===== src/rtl/stack_pkg.sv =====
// rtl/stack_pkg.sv - shared op codes and FSM state encoding for the stack controller
package stack_pkg;

    localparam logic [1:0] OP_NOP  = 2'b00;
    localparam logic [1:0] OP_PUSH = 2'b01;
    localparam logic [1:0] OP_POP  = 2'b10;
    localparam logic [1:0] OP_PEEK = 2'b11;

    typedef enum logic [2:0] {
        S_IDLE    = 3'd0,
        S_WR      = 3'd1,
        S_RD_ADDR = 3'd2,
        S_RD_DATA = 3'd3,
        S_ERR     = 3'd4
    } state_t;

endpackage


===== src/rtl/stack_ctrl.sv =====
// rtl/stack_ctrl.sv - stack memory initiator: push/pop/peek requests, occupancy and error flags
module stack_ctrl
    import stack_pkg::*;
#(
    parameter int REG_BITS = 32,
    parameter int DEPTH    = 64,
    parameter int SP_BITS  = $clog2(DEPTH)
) (
    input  logic                clk,
    input  logic                reset,
    input  logic                op_valid,
    output logic                op_ready,
    input  logic [1:0]          op_code,
    input  logic [REG_BITS-1:0] op_data,
    output logic                rsp_valid,
    output logic [REG_BITS-1:0] rsp_data,
    output logic                rsp_err,
    output logic [REG_BITS-1:0] mem_sp,
    output logic                mem_we,
    output logic [REG_BITS-1:0] mem_wdata,
    input  logic [REG_BITS-1:0] mem_rdata,
    output logic                full,
    output logic                empty,
    output logic [SP_BITS:0]    count
);

    localparam int CW = SP_BITS + 1;

    state_t state;

    assign op_ready = (state == S_IDLE) && !reset;
    assign full     = (count == CW'(DEPTH));
    assign empty    = (count == '0);
    // Read data is only meaningful in RD_DATA; every other response carries zero.
    assign rsp_data = (state == S_RD_DATA) ? mem_rdata : '0;

    always_ff @(posedge clk) begin
        if (reset) begin
            state     <= S_IDLE;
            count     <= '0;
            mem_sp    <= '0;
            mem_we    <= 1'b0;
            mem_wdata <= '0;
            rsp_valid <= 1'b0;
            rsp_err   <= 1'b0;
        end else begin
            mem_we    <= 1'b0;
            rsp_valid <= 1'b0;
            rsp_err   <= 1'b0;
            case (state)
                S_IDLE: begin
                    if (op_valid) begin
                        case (op_code)
                            OP_PUSH: begin
                                if (full) begin
                                    state     <= S_ERR;
                                    rsp_valid <= 1'b1;
                                    rsp_err   <= 1'b1;
                                end else begin
                                    mem_sp    <= REG_BITS'(count);
                                    mem_wdata <= op_data;
                                    mem_we    <= 1'b1;
                                    count     <= count + CW'(1);
                                    rsp_valid <= 1'b1;
                                    state     <= S_WR;
                                end
                            end
                            OP_POP, OP_PEEK: begin
                                if (empty) begin
                                    state     <= S_ERR;
                                    rsp_valid <= 1'b1;
                                    rsp_err   <= 1'b1;
                                end else begin
                                    mem_sp <= REG_BITS'(count - CW'(1));
                                    if (op_code == OP_POP) begin
                                        count <= count - CW'(1);
                                    end
                                    state <= S_RD_ADDR;
                                end
                            end
                            default: state <= S_IDLE;
                        endcase
                    end
                end
                // Memory samples mem_sp at the end of this cycle; respond next cycle.
                S_RD_ADDR: begin
                    rsp_valid <= 1'b1;
                    state     <= S_RD_DATA;
                end
                S_WR, S_RD_DATA, S_ERR: state <= S_IDLE;
                default: state <= S_IDLE;
            endcase
        end
    end

endmodule


===== config.mk =====
export PLATFORM = sky130hd
export DESIGN_NAME = stack_ctrl
export DESIGN_NICKNAME = d
export VERILOG_FILES = /design/src/rtl/stack_pkg.sv /design/src/rtl/stack_ctrl.sv
export SDC_FILE = /design/constraint.sdc
export NUM_CORES = 1
export LEC_CHECK = 0
export ABC_CLOCK_PERIOD_IN_PS = 4200
export BUFFER_PORTS_ARGS = -buffer_cell sky130_fd_sc_hd__buf_2
export CORE_MARGIN = 2
export CORE_UTILIZATION = 46
export CTS_CLUSTER_SIZE = 28
export DETAILED_ROUTE_END_ITERATION = 12
export HOLD_SLACK_MARGIN = 0.03
export PLACE_DENSITY = 0.88
export SYNTH_ARGS = -nofsm -noshare
export SYNTH_HDL_FRONTEND = slang
export SYNTH_SLANG_ARGS = --single-unit

===== constraint.sdc =====
create_clock -name clk -period 4.2 [get_ports clk]
set_input_delay 0 -clock clk [delete_from_list [all_inputs] [get_ports clk]]
set_output_delay 0 -clock clk [all_outputs]
set_load 0.03 [all_outputs]

==> flow_metrics.py <==
metrics = {
    "outcome": {
        "run_status": "complete, no violations",
    },
    "placed_design": {
        "port_buffers": 177,
        "dp_hpwl_mm": 5.469,
        "routabilityCongestion": 0.8604,
    },
    "floorplan": {
        "dieHeight_um": 81.73,
        "die-area_um2": 6679,
        "core_um2": 5886,
        "ios": 178,
        "rows": 28,
        "initial_core_util": 0.4722,
        "fp.dieW_um": 81.73,
    },
    "critical_path": {
        "rr_worst_depth": 6,
        "cp.required_ps": 4340,
        "start_kind": "flop",
        "crit_path_end_kind": "flop",
        "critical_path_class": "reg -> reg",
        "crit_fanout": 33,
        "worstPathArrival_ps": 2790,
    },
    "timing": {
        "grt_setup_unrepaired": "no",
        "timing.setup.tns_ps": 0,
        "maxSlewViolCount": 0,
        "post-route-min-period_ps": 2652,
        "period_share": 0.6314,
        "slew_headroom": 0.1853,
        "clock_skew_ps": 5.585,
        "fmax_mhz": 377.1,
        "tightest_slew_ps": 1219,
        "hold_slack_ps": 75.33,
        "setup_violations": 0,
        "hold_viol_final": 0,
    },
    "logic_synthesis": {
        "yosysSeqAreaShare": 0.3818,
        "synthesis.area_um2": 2779,
        "synthTopCellsByArea": "dfxtp_1, nand2_1, and2_1",
        "synthArstFlopShare": 0,
        "ys_warn_count": 0,
        "synth_common_cells": "nand2_1, dfxtp_1, a21oi_1",
        "synth.most_common_cell": "nand2_1",
        "netlist.area_leader.share": 0.3818,
        "synthFlopType": "dfxtp_1",
        "syn_area_per_cell_um2": 8.125,
        "synth_edf_count": 0,
        "syn_nets": 422,
        "synth_area_leader_cell": "dfxtp_1",
        "synthCells": 342,
        "ys_types": 44,
        "synth_seq_cells": 53,
    },
    "clock_network": {
        "cts_root_buf": "clkbuf_8",
        "clock_sinks": 53,
        "cts_max_level": 2,
        "clock_latency_ps": 300,
        "cts_setup_buffers": 0,
        "tritoncts": "done",
        "clockBufferDepth": 2,
        "path_clk_slew_ps": 100,
        "numCtsBuffers": 5,
    },
    "route": {
        "route.detailed.drc": 0,
        "via_per_inst": 4.907,
        "wirelength_mm": 7.979,
        "drtPass1Iterations": 6,
        "drtAntennaViolNets": 0,
        "wl_per_cell_um": 13.52,
        "vias": 2895,
        "drt-initial-drc-count": 110,
    },
    "power_and_ir_drop": {
        "power_density_nw_per_um2": 378.0,
        "peakVddDrop_uv": 193.1,
        "clkPwrFrac": 0.236,
        "seqPwrFrac": 0.400,
        "p_sw_mw": 0.5596,
        "swShare": 0.3785,
        "internal-power_mw": 0.9191,
        "p_comb_frac": 0.364,
        "leakage_nw": 2.016,
    },
    "cells_and_area": {
        "drive_above_1_share": 0.3767,
        "syn_to_final_growth_pct": 40.79,
        "n_antenna_cell": 0,
        "nets": 594,
    },
    "global_routing": {
        "grt_pass1_wl_mm": 11.46,
        "grt_pass1_vias": 2594,
        "track_usage": 0.2209,
        "grt_remaining_overflow": 0,
        "antenna_found_initial": 0,
        "grt_max_degree": 55,
    },
    "hold_path": {
        "hp-class": "in -> reg",
        "whs_path_depth": 3,
    },
    "job": {
        "drv_cap": 0,
    },
}
layer usage:
layer  GRT usage  vias up  part of all wire
met5           0        -                 0
met4      0.1333        0             0.039
met3     0.03626       26             0.063
met2      0.3959      145              0.51
met1      0.2425     1282              0.39
li1            -     1442                 -
sequential cells by signal, indices dropped and copies added, names as in the netlist:
signal / count
mem_wdata: 32
mem_we: 1
state: 3
rsp_err: 1
rsp_valid: 1
count: 7
mem_sp: 8
cell type report:
class | count | area, µm²
fill | 484 | 1973
multi-input combinational | 236 | 1399
timing repair buffer | 210 | 1216
sequential | 53 | 1061
tap | 75 | 93.84
clock buffer | 5 | 68.82
clock inverter | 3 | 43.79
inverter | 8 | 30.03
path summary, 6_finish.rpt:
check                             startpoint                         end  slack (ps)
setup / recovery       count[0]$_SDFFE_PP0P_  mem_wdata[16]$_SDFFE_PP0P_        1550
hold / removal                    op_code[1]        rsp_valid$_SDFF_PP0_          80
setup reg to reg       count[0]$_SDFFE_PP0P_  mem_wdata[16]$_SDFFE_PP0P_        1550
hold reg to reg   mem_wdata[15]$_SDFFE_PP0P_  mem_wdata[15]$_SDFFE_PP0P_         460
kinds of logic after synthesis:
| logic type | Yosys count | share of synthesized area |
|---|---|---|
| flops | 53 | 0.3818 |
| buf+inv | 53 | 0.1157 |
| fa+ha+maj | 11 | 0.05223 |
| mux | 6 | 0.02206 |
| simple gates | 153 | 0.2841 |
| compound gates | 58 | 0.1189 |
| xor+xnor | 8 | 0.02521 |
power by group through the flow:
stage | Combinational [mW] | Clock (mW) | Sequential [mW]
after floorplan | 0.338 | 0 | 0.671
after global placement | 0.502 | 0 | 0.599
after detailed placement | 0.511 | 0 | 0.601
after CTS | 0.536 | 0.359 | 0.590
after global routing | 0.575 | 0.383 | 0.599
final | 0.538 | 0.350 | 0.591
metrics by stage:
stage | area [µm²] | power (mW) | utilization | setup slack (ps) | cells
after global placement | 3467 | 1.101 | 0.5891 | 1760 | 549
final | 3913 | 1.479 | 0.6648 | 1548 | 590
after global routing | 3913 | 1.557 | 0.6648 | 1294 | 590
after detailed placement | 3467 | 1.113 | 0.5891 | 1648 | 549
after floorplan | 2779 | 1.009 | - | 1932 | 342
after CTS | 3910 | 1.485 | 0.6643 | 1627 | 590
layout by cell type, fill, tap and decap left out, types with 8 or more instances in the layout:
cell / netlist / final
ha_1: 10 / 10
nand2_1: 71 / 71
nor2_1: 21 / 20
and2_1: 32 / 32
buf_2: 5 / 177
a21oi_1: 38 / 38
dfxtp_1: 53 / 53
a211oi_1: 8 / 8
dlygate4sd3_1: 0 / 33
inv_1: 8 / 8
what timing repair did:
item	in CTS	in global routing
endpoints found under the setup margin	0	0
endpoints found under the hold margin	33	0
gates resized for setup	0	0
hold buffers	33	0
worst max-delay path, cell delays in order, from the launching register on:
cell and delay, ps:
dfxtp_1 500, inv_1 130, ha_1 300, nand3_1 200, nand3_1 870, nand2_1 350
a21oi_1 130
(Power assumes the default switching activity.)
